`src/rtl/uart_cmd_pkg.sv`:
```
// Shared types and constants for the UART command-frame controller.
// The checksum byte and CHK state are present only when UART_CMD_CHKSUM_EN is defined.
package uart_cmd_pkg;

  localparam int unsigned STATE_W         = 3;
  localparam int unsigned TMR_W           = 16;
  localparam logic [7:0]  DEF_SYNC_BYTE   = 8'hAA;
  localparam int unsigned FRAME_LEN_CHK   = 5;
  localparam int unsigned FRAME_LEN_NOCHK = 4;

  typedef enum logic [STATE_W-1:0] {
    ST_IDLE  = 3'd0,
    ST_OP    = 3'd1,
    ST_ADDR  = 3'd2,
    ST_DATA  = 3'd3,
    ST_CHK   = 3'd4,
    ST_ISSUE = 3'd5
  } state_e;

  typedef struct packed {
    logic [7:0] op;
    logic [7:0] addr;
    logic [7:0] data;
  } uart_cmd_t;

endpackage

```
`src/rtl/uart_cmd_gap_timer.sv`:
```
// Inter-byte gap counter: counts enabled cycles without a byte and flags the
// TIMEOUT_CLKS-th such cycle since the last clear.
module uart_cmd_gap_timer
  import uart_cmd_pkg::*;
#(
  parameter int unsigned TIMEOUT_CLKS = 8680
) (
  input  logic i_CLK,
  input  logic i_RST,
  input  logic clr,
  input  logic en,
  output logic expire_c
);

  localparam logic [TMR_W-1:0] LAST = TMR_W'(TIMEOUT_CLKS - 1);

  logic [TMR_W-1:0] count_q;

  // Held at zero outside the frame body so entry to OP always starts fresh.
  always_ff @(posedge i_CLK or posedge i_RST) begin
    if (i_RST) begin
      count_q <= '0;
    end else if (clr || !en) begin
      count_q <= '0;
    end else begin
      count_q <= count_q + TMR_W'(1);
    end
  end

  assign expire_c = en && !clr && (count_q == LAST);

endmodule

```
`src/rtl/uart_cmd_ctrl.sv`:
```
// Frames UART bytes (sync, op, addr, data[, checksum]) into valid/ready commands.
// Define UART_CMD_CHKSUM_EN to add the XOR checksum byte and o_Err_Chk.
module uart_cmd_ctrl
  import uart_cmd_pkg::*;
#(
  parameter logic [7:0]  SYNC_BYTE    = DEF_SYNC_BYTE,
  parameter int unsigned TIMEOUT_CLKS = 8680
) (
  input  logic       i_CLK,
  input  logic       i_RST,
  input  logic       i_Rx_DV,
  input  logic [7:0] i_Rx_Byte,
  output logic       o_Cmd_Valid,
  input  logic       i_Cmd_Ready,
  output logic [7:0] o_Cmd_Op,
  output logic [7:0] o_Cmd_Addr,
  output logic [7:0] o_Cmd_Data,
  output logic       o_Err_Chk,
  output logic       o_Err_Tmo,
  output logic       o_Err_Ovf,
  output logic       o_Busy
);

  state_e    state;
  uart_cmd_t cmd_q;
  logic      gap_en_c;
  logic      gap_tmo_c;
`ifdef UART_CMD_CHKSUM_EN
  logic [7:0] xor_q;
  logic       err_chk_q;
`endif

  assign gap_en_c = (state == ST_OP) || (state == ST_ADDR) ||
                    (state == ST_DATA) || (state == ST_CHK);

  uart_cmd_gap_timer #(
    .TIMEOUT_CLKS(TIMEOUT_CLKS)
  ) u_gap_timer (
    .i_CLK    (i_CLK),
    .i_RST    (i_RST),
    .clr      (i_Rx_DV),
    .en       (gap_en_c),
    .expire_c (gap_tmo_c)
  );

  // Frame FSM; expiry only fires in cycles without a byte, so a late byte still wins.
  always_ff @(posedge i_CLK or posedge i_RST) begin
    if (i_RST) begin
      state       <= ST_IDLE;
      cmd_q       <= '0;
      o_Cmd_Valid <= 1'b0;
      o_Err_Tmo   <= 1'b0;
      o_Err_Ovf   <= 1'b0;
      o_Busy      <= 1'b0;
`ifdef UART_CMD_CHKSUM_EN
      xor_q       <= '0;
      err_chk_q   <= 1'b0;
`endif
    end else begin
      o_Err_Tmo <= 1'b0;
      o_Err_Ovf <= 1'b0;
`ifdef UART_CMD_CHKSUM_EN
      err_chk_q <= 1'b0;
`endif
      if (gap_tmo_c) begin
        state     <= ST_IDLE;
        o_Busy    <= 1'b0;
        o_Err_Tmo <= 1'b1;
      end else begin
        case (state)
          ST_IDLE: begin
            if (i_Rx_DV && (i_Rx_Byte == SYNC_BYTE)) begin
              state  <= ST_OP;
              o_Busy <= 1'b1;
`ifdef UART_CMD_CHKSUM_EN
              xor_q  <= '0;
`endif
            end
          end
          ST_OP: begin
            if (i_Rx_DV) begin
              cmd_q.op <= i_Rx_Byte;
`ifdef UART_CMD_CHKSUM_EN
              xor_q    <= xor_q ^ i_Rx_Byte;
`endif
              state    <= ST_ADDR;
            end
          end
          ST_ADDR: begin
            if (i_Rx_DV) begin
              cmd_q.addr <= i_Rx_Byte;
`ifdef UART_CMD_CHKSUM_EN
              xor_q      <= xor_q ^ i_Rx_Byte;
`endif
              state      <= ST_DATA;
            end
          end
          ST_DATA: begin
            if (i_Rx_DV) begin
              cmd_q.data <= i_Rx_Byte;
`ifdef UART_CMD_CHKSUM_EN
              xor_q      <= xor_q ^ i_Rx_Byte;
              state      <= ST_CHK;
`else
              state       <= ST_ISSUE;
              o_Cmd_Valid <= 1'b1;
`endif
            end
          end
`ifdef UART_CMD_CHKSUM_EN
          ST_CHK: begin
            if (i_Rx_DV) begin
              if (i_Rx_Byte == xor_q) begin
                state       <= ST_ISSUE;
                o_Cmd_Valid <= 1'b1;
              end else begin
                state     <= ST_IDLE;
                o_Busy    <= 1'b0;
                err_chk_q <= 1'b1;
              end
            end
          end
`endif
          ST_ISSUE: begin
            if (i_Rx_DV) begin
              o_Err_Ovf <= 1'b1;
            end
            if (i_Cmd_Ready) begin
              state       <= ST_IDLE;
              o_Cmd_Valid <= 1'b0;
              o_Busy      <= 1'b0;
            end
          end
          default: begin
            state       <= ST_IDLE;
            o_Cmd_Valid <= 1'b0;
            o_Busy      <= 1'b0;
          end
        endcase
      end
    end
  end

  assign o_Cmd_Op   = cmd_q.op;
  assign o_Cmd_Addr = cmd_q.addr;
  assign o_Cmd_Data = cmd_q.data;
`ifdef UART_CMD_CHKSUM_EN
  assign o_Err_Chk  = err_chk_q;
`else
  assign o_Err_Chk  = 1'b0;
`endif

endmodule

```
`config.mk`:
```
export PLATFORM = sky130hd
export DESIGN_NAME = uart_cmd_ctrl
export DESIGN_NICKNAME = d
export VERILOG_FILES = /design/src/rtl/uart_cmd_pkg.sv /design/src/rtl/uart_cmd_gap_timer.sv /design/src/rtl/uart_cmd_ctrl.sv
export SDC_FILE = /design/constraint.sdc
export NUM_CORES = 1
export LEC_CHECK = 0
export BUFFER_PORTS_ARGS = -buffer_cell sky130_fd_sc_hd__buf_4
export CELL_PAD_IN_SITES_DETAIL_PLACEMENT = 1
export CELL_PAD_IN_SITES_GLOBAL_PLACEMENT = 1
export CORE_MARGIN = 3
export CORE_UTILIZATION = 40
export CTS_BUF_LIST = sky130_fd_sc_hd__clkbuf_4 sky130_fd_sc_hd__clkbuf_8
export DETAILED_ROUTE_END_ITERATION = 10
export HOLD_SLACK_MARGIN = 0.08
export PLACE_DENSITY = 0.73
export SYNTH_ARGS = -nofsm -noshare
export SYNTH_HDL_FRONTEND = slang
export SYNTH_SLANG_ARGS = --single-unit
export TNS_END_PERCENT = 10
```
`constraint.sdc`:
```
create_clock -name i_CLK -period 4 [get_ports i_CLK]
set_input_delay 0.6 -clock i_CLK [delete_from_list [all_inputs] [get_ports i_CLK]]
set_output_delay 0.6 -clock i_CLK [all_outputs]
set_load 0.1 [all_outputs]
```
[After elaboration in Yosys (flattened, before gate mapping)]
Index checks and enable logic that the tools add are counted.
Word-level totals
  bits of input ports: 12
  output and inout bits: 29
  word-level logic and storage cells: 63
  flip-flop bits (word level): 47
Cells by class
  eq/ne operators: 15
  bitwise operators: 2
  add/subtract/negate cells: 1
  multiplexer cells: 18
  reductions and logical operators: 18
Operators with widths (count)
  two-way mux 3 bit: 6
  adder 16 x 1 -> 16 bit, second input constant: 1
  equality test 16 x 14 -> 1 bit, second input constant: 1
  two-way mux 16 bit: 1
  != test 3 bit, second input constant: 5
  one-hot mux 3 bit (5 select lines): 1
  AND reduction 3 bit: 4
  equality test 8 bit, second input constant: 1
  two-way mux 1 bit: 8
  equality test 3 x 2 -> 1 bit, second input constant: 2
  equality test 3 bit, second input constant: 2
  one-hot mux 1 bit (3 select lines): 2
  OR reduction 3 bit: 2
  AND reduction 5 bit: 1
  logical OR 1 bit: 4
  != test 2 bit, second input constant: 2
  AND reduction 4 bit: 1
  equality test 3 x 1 -> 1 bit, second input constant: 1
  logical AND 1 bit: 3
  logical NOT 3 bit: 1
  logical NOT 1 bit: 2
  != test 2 x 1 -> 1 bit, second input constant: 1
  NOT 1 bit: 2

[Depth between registers and ports, before layout]
Gate-level depths: netlist (run 1).
  word-level depth: 8
  mapped depth: 6
  depth with buffers taken out: 5

[By module]
Synthesis (run 1) repeated with hierarchy kept, for this count alone.
Unflattened totals
  cells, all modules: 183
  area total of the unflattened synthesis: 2218.4 um2
Modules (own cells, without submodules)
  uart_cmd_ctrl: cells each 94, sequential area each 775.7 um2, times used 1, area each 1360.1 um2
  uart_cmd_gap_timer: cells each 89, sequential area each 400.4 um2, times used 1, area each 858.3 um2

[Worst setup path before layout (run 1)]
Ideal clock, no wire load.
  path type: flip-flop to flip-flop
  start: register u_gap_timer.count_q[0]
  end: register u_gap_timer.count_q[14]
  required time: 3.922 ns
  setup time: 0.078 ns
  period minus slack after synthesis: 1.781 ns
  slack: 2.219 ns
  path buffers: 0
  arrival: 1.703 ns
  stages on the path, launching flop included: 6
  cells stage by stage: dfrtp_1 ha_1 nand2_1 or4_1 or3_1 a21oi_1
On the way
  word-level cells in the longest chain between the ends: 2
Ends and longest elaborated chain
  start, declared: RTL line uart_cmd_gap_timer.sv:17  | logic [TMR_W-1:0] count_q;
  start signal, assigned: RTL line uart_cmd_gap_timer.sv:26  | count_q <= count_q + TMR_W'(1);
  adder 16 x 1 -> 16 bit: RTL line uart_cmd_gap_timer.sv:26
  two-way mux 16 bit: RTL line uart_cmd_gap_timer.sv:23  | end else if (clr || !en) begin
Every way passes these cells.
A chain may end at the register's enable or synchronous reset.

[Worst setup path after layout (run 1)]
Same ends and word-level chain as after synthesis.

==> results of run 1 <==
cell families after synthesis:
kind of cell	Yosys count	synth area share
AND/OR/NAND/NOR	71	0.1913
flip-flops	47	0.5619
multiplexers	24	0.1291
AO/OA/AOI/OAI	17	0.04782
buffers and inverters	12	0.02451
XOR/XNOR	9	0.03765
adder cells (fa/ha/maj)	1	0.005976
other	1	0.001791
registers in the layout (all words and copies together) (netlist names):
signal,count
o_Cmd_Valid,1
o_Cmd_Op,8
u_gap_timer.count_q,16
o_Err_Tmo,1
o_Busy,1
state,3
o_Cmd_Data,8
o_Err_Ovf,1
o_Cmd_Addr,8
cells in the mapped netlist:
cell        n  area, um^2
or4b_4      1       13.76
xnor2_1     4       35.03
o211ai_1    1       7.510
clkbuf_1    4       15.01
or3_1       6       37.54
or2_2       2       12.51
a21oi_1     7       35.03
and3_1      7       43.79
nand3_2     1       10.01
nor4bb_1    2       20.02
a2111oi_0   1       8.760
nand4_1     3       18.77
o22ai_1     1       6.260
nand4b_1    1       8.760
or4_1       1       7.510
nand3_1     8       40.04
o21ai_0     5       25.02
o21a_1      1       7.510
and4_1      1       8.760
ha_1        1       12.51
nor3b_1     1       7.510
xor2_1      5       43.79
buf_4       1       7.510
nor3_1      7       35.03
buf_2       2       10.01
nor4b_1     2       17.52
o32a_1      1       10.01
dfrtp_1    47        1176
mux2_2     24       270.3
inv_1       5       18.77
nor2_1     16       60.06
conb_1      1       3.750
and4b_1     1       10.01
nand2b_1    1       6.260
nand2_1     8       30.03
and2_1      2       12.51
through the flow:
step / utilization / hold slack, ns
floorplan: - / 0.4695
global placement: 0.5010 / 0.4845
detailed placement: 0.5010 / 0.4968
CTS: 0.5197 / 0.4542
global route: 0.5197 / 0.4730
finish: 0.5197 / 0.4322
final cells by class:
class	count	area [um^2]
Clock buffer	5	68.82
Multi-Input combinational cell	123	865.8
Timing Repair Buffer	40	300.3
Clock inverter	3	22.52
Inverter	5	18.77
Sequential cell	47	1176
Tap cell	67	83.83
Fill cell	553	2344
critical path, stage by stage, from the launching register on:
cell,delay [ns]
dfrtp_1,0.43
ha_1,0.25
nand2_1,0.14
or4_1,0.58
or3_1,0.37
a21oi_1,0.14
path summary, 6_finish.rpt:
kind / depth (start not counted) / to
max: 5 / u_gap_timer.count_q[14]$_DFF_PP0_
max in group asynchronous: 3 / u_gap_timer.count_q[8]$_DFF_PP0_
min in group i_CLK: 1 / o_Cmd_Addr[0]$_DFFE_PP0P_
max reg2reg: 5 / u_gap_timer.count_q[14]$_DFF_PP0_
min: 3 / o_Cmd_Data[6]$_DFFE_PP0P_
min reg2reg: 1 / o_Cmd_Addr[0]$_DFFE_PP0P_
routing by layer:
| metal | share of wire | vias up |
|---|---|---|
| met5 | 0 | - |
| met4 | 0.010 | 0 |
| met3 | 0.052 | 7 |
| met2 | 0.51 | 33 |
| met1 | 0.43 | 792 |
| li1 | - | 721 |
==> run_results.csv, run 1 <==
group,metric,value,unit
outcome,status,"finished clean",
synth,synthesis.area,0.002093,mm^2
detailed_routing,vias,1553,
cts,cts-root-buf,"clkbuf_8",
cts,cts_resized,0,
final_layout,mostFrequentLayoutCells,"dfrtp_1, buf_4, mux2_2",
timing,fin_tns_setup,0,ns
cts,htree_levels,2,
floorplan,initial_utilization,0.4290,
timing,finalHoldViolCount,0,
synth,seq_area_frac_synth,0.5619,
grt,grt_pass1_wl,8204,um
grt,antenna_found_initial,0,
synth,yosys_register_bits,47,
grt,met3_usage,0.04931,
worst_hold_path,worstHoldPathType,"in -> async",
floorplan,rows,25,
floorplan,dieHeight,78.34,um
synth,syn_nets,195,
timing,period_needed,1.991,ns
timing,max-slew-margin-rel,0.6213,
grt,grt_max_degree,48,
final_layout,drive_gt1_frac,0.3408,
detailed_routing,wirelength,4781,um
timing,worst_pin_slew,0.5681,ns
worst_setup_path,r2r_slack,2.01,ns
cts,cts.path.max_buffers,2,
worst_setup_path,required,4.22,ns
placement,dp_hpwl,3548,um
timing,setup_ws,2.009,ns
final_layout,stdcell_area,0.002536,mm^2
grt,grt_busiest_layer,"met2",
floorplan,core_area,0.004880,mm^2
placement,placed_cells,282,
cts,clk_latency,0.30,ns
placement,placed_area,0.002445,mm^2
timing,timing.fmax,502.3,MHz
cts,clkSlewWorstSetupHoldPaths,0.10,ns
final_layout,nets,235,
placement,gp_congestion,0.7675,
flow_run,maxCapViolCount,0,
worst_setup_path,timing_worst_setup_path_type,"reg -> reg",
worst_setup_path,crit_path_start_kind,"register",
timing,setup_viol,0,
final_layout,layoutNonFillerInstCount,290,
synth,synthCells,182,
timing,fin_crit_sh,0.4977,
detailed_routing,drcViolationCount,0,
grt,grt_use_total,0.1703,
worst_setup_path,cp_max_fo,5,
final_layout,area_delta_synth_final,21.16,%
timing,rsz0062_at_grt,"no",
final_layout,layout.cells.most_common,"dfrtp_1",
synth,ys_warn_count,0,
worst_setup_path,end_kind,"register",
placement,port_buffers,39,
grt,grt_pass1_vias,1731,
detailed_routing,drt_iter0_drc,40,
floorplan,die-area,0.006137,mm^2
detailed_routing,drt_pass1_iterations,4,
detailed_routing,drtAntennaViolNets,0,
detailed_routing,wl_per_cell,16.49,um
cts,cts_buffers,5,
floorplan,die_w,78.34,um
synth,syn_avg_cell_area,11.50,um^2
cts,cts.sinks,47,
cts,ctsHoldBuffers,0,
cts,cts_tree,"built",
final_layout,diodes,0,
cts,post_cts_buffers,0,
timing,slew_viol_final,0,
timing,fin_worst_skew,0.007547,ns
detailed_routing,viasPerCell,5.355,
worst_setup_path,r2r_start,"u_gap_timer.count_q[0]$_DFF_PP0_",
worst_setup_path,crit_start,"u_gap_timer.count_q[0]$_DFF_PP0_",
grt,use_met2,0.2997,
worst_setup_path,arrival,2.21,ns
grt,grt_remaining_overflow,0,
synth,synth_cell_types,36,
grt,met1_usage,0.2040,
placement,pre_cts_ws,1.997,ns
floorplan,ios,41,
Power of run 1 is left out: the tool's default activity adds up to more than one toggle a clock period on the data nets, which glitch-free logic cannot reach.
==> inputs of run 2 (changes only) <==
==> constraint.sdc (replaced) <==
create_clock -name i_CLK -period 1.93 [get_ports i_CLK]
set_input_delay 0.2895 -clock i_CLK [delete_from_list [all_inputs] [get_ports i_CLK]]
set_output_delay 0.2895 -clock i_CLK [all_outputs]
set_load 0.1 [all_outputs]
==> run_results.csv, run 2 (synthesized netlist as in run 1, its figures left out) <==
group,metric,value,unit
timing,timing.fmax,545.8,MHz
final_layout,mostFrequentLayoutCells,"dfrtp_1, buf_4, mux2_2",
flow_run,maxCapViolCount,0,
grt,grt_pass1_wl,8514,um
floorplan,rows,25,
worst_setup_path,timing_worst_setup_path_type,"reg -> reg",
worst_hold_path,worstHoldPathType,"in -> reg",
final_layout,drive_gt1_frac,0.3553,
worst_setup_path,cp_max_fo,4,
timing,finalHoldViolCount,0,
placement,port_buffers,39,
worst_setup_path,required,2.16,ns
worst_hold_path,whs_path_depth,2,
cts,cts_tree,"built",
floorplan,core_area,0.004880,mm^2
timing,period_needed,1.832,ns
worst_setup_path,crit_path_start_kind,"register",
floorplan,ios,41,
timing,fin_crit_sh,0.9493,
final_layout,largest_reg_flops,16,
timing,setup_viol,0,
floorplan,dieHeight,78.34,um
placement,dp_hpwl,3798,um
cts,clk_latency,0.29,ns
final_layout,largest_register,"u_gap_timer.count_q",
timing,max-slew-margin-rel,0.4767,
cts,clkSlewWorstSetupHoldPaths,0.08,ns
worst_setup_path,arrival,2.06,ns
cts,cts.sinks,47,
worst_setup_path,end_kind,"register",
final_layout,diodes,0,
final_layout,area_delta_synth_final,23.79,%
timing,rsz0062_at_grt,"no",
final_layout,layout.cells.most_common,"dfrtp_1",
floorplan,initial_utilization,0.4290,
worst_setup_path,r2r_start,"u_gap_timer.count_q[0]$_DFF_PP0_",
detailed_routing,drt_pass1_iterations,4,
final_layout,multiInputGateArea,868.3,um^2
cts,cts-root-buf,"clkbuf_8",
timing,fin_tns_setup,0,ns
cts,cts.path.max_buffers,2,
grt,grt_pass1_vias,1736,
final_layout,stdcell_area,0.002591,mm^2
worst_setup_path,r2r_slack,0.1,ns
cts,cts_buffers,5,
worst_hold_path,hold_path_end,"o_Cmd_Data[3]$_DFFE_PP0P_",
placement,placed_area,0.002487,mm^2
final_layout,seq_area,0.001176,mm^2
timing,slew_viol_final,0,
detailed_routing,vias,1560,
timing,fin_worst_skew,0.004821,ns
floorplan,die_w,78.34,um
worst_setup_path,worst_r2r_path_depth,5,
placement,gp_congestion,0.8073,
detailed_routing,drtAntennaViolNets,0,
outcome,status,"finished clean",
detailed_routing,viasPerCell,5.288,
grt,antenna_found_initial,0,
cts,htree_levels,2,
worst_hold_path,min_from,"i_Rx_Byte[3]",
detailed_routing,wirelength,5026,um
timing,worst_pin_slew,0.7801,ns
worst_setup_path,r2r_end,"u_gap_timer.count_q[14]$_DFF_PP0_",
grt,grt_remaining_overflow,0,
final_layout,fillers,546,
detailed_routing,wl_per_cell,17.04,um
final_layout,nets,242,
grt,grt_use_total,0.1784,
detailed_routing,drt_iter0_drc,47,
floorplan,die-area,0.006137,mm^2
detailed_routing,drcViolationCount,0,
grt,grt_max_degree,27,
run 2: cell count changes in the layout (fill, tap and decap cells not counted), sizes merged:
cell	delta
buf	+6
clkinv	-2
clkbuf	+1
dlygate4sd3	+1
inv	-1
run 2: critical path, cell delays in order, from the launching register on:
cell	delay [ns]
dfrtp_1	0.37
ha_2	0.22
nand2_1	0.08
or4_1	0.57
or3_1	0.38
a21oi_1	0.14
run 2: stage by stage:
stage          cells  setup WS, ns  hold WS [ns]  utilization
2_1_floorplan    182        0.1491        0.4401            -
3_3_place_gp     286        0.1422        0.3677       0.5097
3_5_place_dp     286       0.02303        0.3844       0.5097
4_1_cts          293      0.001561        0.2411       0.5274
5_1_grt          295      0.007269        0.2409       0.5310
6_report         295       0.09790        0.2491       0.5310
run 2: worst max-delay path by stage:
stage,end,slack [ns],start,depth (start not counted)
floorplan,u_gap_timer.count_q[14]$_DFF_PP0_,0.15,u_gap_timer.count_q[0]$_DFF_PP0_,5
global placement,u_gap_timer.count_q[14]$_DFF_PP0_,0.14,u_gap_timer.count_q[0]$_DFF_PP0_,5
detailed placement,u_gap_timer.count_q[14]$_DFF_PP0_,0.02,u_gap_timer.count_q[0]$_DFF_PP0_,5
CTS,u_gap_timer.count_q[14]$_DFF_PP0_,0.002,u_gap_timer.count_q[0]$_DFF_PP0_,5
global route,u_gap_timer.count_q[15]$_DFF_PP0_,0.007,u_gap_timer.count_q[2]$_DFF_PP0_,4
finish,u_gap_timer.count_q[14]$_DFF_PP0_,0.1,u_gap_timer.count_q[0]$_DFF_PP0_,5
run 2: layout make-up:
type	instances	area share
clock buffers	6	0.02945
multi-input cells	123	0.3351
flip-flops and latches	47	0.4539
inverters	5	0.007243
well taps	67	0.03235
repair buffers	47	0.1420
run 2: layer usage:
| metal | track usage | up-vias | share of wire |
|---|---|---|---|
| li1 | - | 729 | - |
| met2 | 0.3236 | 31 | 0.52 |
| met3 | 0.05734 | 7 | 0.055 |
| met5 | 0 | - | 0 |
| met1 | 0.1987 | 793 | 0.41 |
| met4 | 0.05245 | 0 | 0.012 |
run 2: timing repair:
action	4_1_cts	5_1_grt
resized for setup	0	1
hold buffers	1	0
setup buffers	0	2
setup endpoints to repair	0	4
endpoints found under the hold margin	21	0
Power of run 2 is left out for the same reason.
==> inputs of run 3 (changes only) <==
--- a/config.mk
+++ b/config.mk
@@ -13,8 +13,9 @@
 export CTS_BUF_LIST = sky130_fd_sc_hd__clkbuf_4 sky130_fd_sc_hd__clkbuf_8
 export DETAILED_ROUTE_END_ITERATION = 10
 export HOLD_SLACK_MARGIN = 0.08
-export PLACE_DENSITY = 0.73
+export PLACE_DENSITY = 0.72
 export SYNTH_ARGS = -nofsm -noshare
 export SYNTH_HDL_FRONTEND = slang
+export SYNTH_HIERARCHICAL = 1
 export SYNTH_SLANG_ARGS = --single-unit
 export TNS_END_PERCENT = 10
==> run_results.csv, run 3 <==
group,metric,value,unit
detailed_routing,wirelength,5737,um
cts,clkSlewWorstSetupHoldPaths,0.08,ns
synth,synth_enable_flop_cells,0,
cts,cts-root-buf,"clkbuf_8",
timing,fin_crit_sh,1.177,
placement,gp_congestion,0.7987,
worst_hold_path,worstHoldPathType,"in -> async",
synth,async_flop_share,1.000,
timing,fin_worst_skew,0.004856,ns
placement,placed_cells,301,
synth,ys_top_cells_by_count,"dfrtp_1, mux2_2, nand2_1, inv_1, nor4_1",
placement,dp_hpwl,4118,um
detailed_routing,wl_per_cell,18.45,um
timing,timing.fmax,440.2,MHz
grt,grt_pass1_wl,9487,um
worst_setup_path,required,2.11,ns
timing,period_needed,2.272,ns
final_layout,layout.cells.most_common,"buf_4",
cts,ctsHoldBuffers,0,
floorplan,rows,26,
grt,grt_busiest_layer,"met2",
worst_setup_path,cp_slowest_cell,"dfrtp_1",
timing,worst_pin_slew,0.6186,ns
synth,yosys-top-cells-area,"dfrtp_1, mux2_2, nor4_1, nor4_4, mux2i_1",
floorplan,die_w,80.47,um
timing,finalHoldViolCount,0,
flow_run,maxCapViolCount,0,
synth,ys_warn_count,6,
timing,setup_ws,-0.3416,ns
worst_setup_path,timing_worst_setup_path_type,"reg -> reg",
synth,synthCells,183,
cts,cts.sinks,47,
timing,setup_viol,27,
grt,met3_usage,0.04484,
grt,grt_use_total,0.1945,
detailed_routing,drt_pass1_iterations,4,
timing,rsz0062_at_grt,"yes",
final_layout,diodes,0,
synth,synth_top_area_frac,0.5302,
worst_setup_path,critPathMaxStageDelay,0.40,ns
final_layout,nets,253,
final_layout,drive_gt1_frac,0.4440,
timing,slew_viol_final,0,
synth,seq_area_frac_synth,0.5302,
timing,fin_tns_setup,-7.254,ns
final_layout,fillers,552,
timing,whs,0.07832,ns
synth,yosys.area.top_type,"dfrtp_1",
floorplan,ios,41,
floorplan,core_area,0.005238,mm^2
synth,yosys_register_bits,47,
outcome,violations,"setup timing",
cts,htree_levels,2,
detailed_routing,drtAntennaViolNets,0,
final_layout,layoutNonFillerInstCount,311,
placement,pre_cts_ws,-0.3360,ns
grt,grt_pass1_vias,1840,
outcome,status,"finished with violations",
synth,syn_nets,196,
floorplan,dieHeight,80.47,um
cts,cts.path.max_buffers,2,
synth,yosysMostFrequentCell,"dfrtp_1",
timing,max-slew-margin-rel,0.5871,
cts,cts_tree,"built",
worst_setup_path,end_kind,"register",
detailed_routing,viasPerCell,5.334,
final_layout,area_delta_synth_final,33.45,%
detailed_routing,vias,1659,
synth,syn_avg_cell_area,12.12,um^2
grt,grt_max_degree,32,
placement,port_buffers,39,
worst_setup_path,path_cells,"or3_4 > and2_4 > nor2b_4 > nand4_1 > nor4_4 > buf_4 > nor4b_4 > buf_6 > mux2_2",
floorplan,initial_utilization,0.4236,
synth,synth_cell_types,43,
worst_setup_path,cp_max_fo,8,
cts,clk_latency,0.29,ns
grt,grt_remaining_overflow,0,
final_layout,largest_register,"u_gap_timer/count_q",
worst_setup_path,crit_path_start_kind,"register",
final_layout,mostFrequentLayoutCells,"buf_4, dfrtp_1, mux2_4",
floorplan,die-area,0.006475,mm^2
final_layout,largest_reg_flops,16,
grt,use_met2,0.3336,
worst_setup_path,arrival,2.45,ns
detailed_routing,drcViolationCount,0,
grt,antenna_found_initial,0,
synth,ys.flop_type,"dfrtp_1",
cts,cts_buffers,5,
detailed_routing,drt_iter0_drc,47,
synth,synthesis.area,0.002218,mm^2
grt,met1_usage,0.2454,
run 3: cell types whose count changed in the layout (fill, tap and decap cells not counted), sizes merged, moves of 5 or more:
cell,delta
nand2b,+5
nand3,-6
and3,-6
nor2,-11
nor4,+9
buf,+14
nand4,+5
run 3: logic make-up after synthesis:
| group | after synthesis | share of synthesized area |
|---|---|---|
| xor+xnor | 4 | 0.01580 |
| flops | 47 | 0.5302 |
| mux | 28 | 0.1399 |
| simple gates | 61 | 0.1957 |
| compound gates | 24 | 0.07501 |
| buf+inv | 17 | 0.03609 |
| other cells | 1 | 0.001690 |
| fa+ha+maj | 1 | 0.005639 |
run 3: final cells by class:
class / count / area (um^2) / area share
Clock inverter: 2 / 35.03 / 0.01183
Inverter: 7 / 26.28 / 0.008876
Multi-Input combinational cell: 119 / 1084 / 0.3660
Tap cell: 70 / 87.58 / 0.02959
Timing Repair Buffer: 60 / 469.2 / 0.1585
Sequential cell: 47 / 1176 / 0.3973
Clock buffer: 6 / 82.58 / 0.02790
run 3: per-layer routing:
layer / up-vias / part of all wire
li1: 777 / -
met3: 8 / 0.041
met5: - / 0
met1: 843 / 0.43
met2: 31 / 0.52
met4: 0 / 0.011
run 3: stage by stage:
stage	utilization	area, um^2
after floorplan	-	2250
after global placement	0.5165	2705
after detailed placement	0.5165	2705
after CTS	0.5583	2924
after global routing	0.5652	2960
final	0.5652	2960
run 3: timing repair:
item,in CTS,in global routing
buffers inserted,3,0
endpoints found under the setup margin,27,30
gates resized for setup,21,9
pin swaps,2,1
run 3: final timing paths:
| check | startpoint | endpoint | slack [ns] | depth (start not counted) |
|---|---|---|---|---|
| min in group i_CLK | i_Rx_Byte[7] | o_Cmd_Op[7]$_DFFE_PP0P_ | 0.25 | 2 |
| setup reg to reg | state[1]$_DFFE_PP0P_ | o_Cmd_Data[0]$_DFFE_PP0P_ | -0.34 | 9 |
| setup / recovery | state[1]$_DFFE_PP0P_ | o_Cmd_Data[0]$_DFFE_PP0P_ | -0.34 | 9 |
| max in group asynchronous | i_RST | u_gap_timer/count_q[7]$_DFF_PP0_ | 1.45 | 2 |
| hold / removal | i_RST | u_gap_timer/count_q[4]$_DFF_PP0_ | 0.08 | 2 |
| hold reg to reg | u_gap_timer/count_q[0]$_DFF_PP0_ | u_gap_timer/count_q[0]$_DFF_PP0_ | 0.51 | 1 |
run 3: critical path, delay by kind of cell (launching register included):
| family | cells | cell delay (ns) |
|---|---|---|
| simple gates | 6 | 1.09 |
| flops | 1 | 0.40 |
| mux | 1 | 0.34 |
| buf+inv | 2 | 0.34 |
Power of run 3 is left out for the same reason.
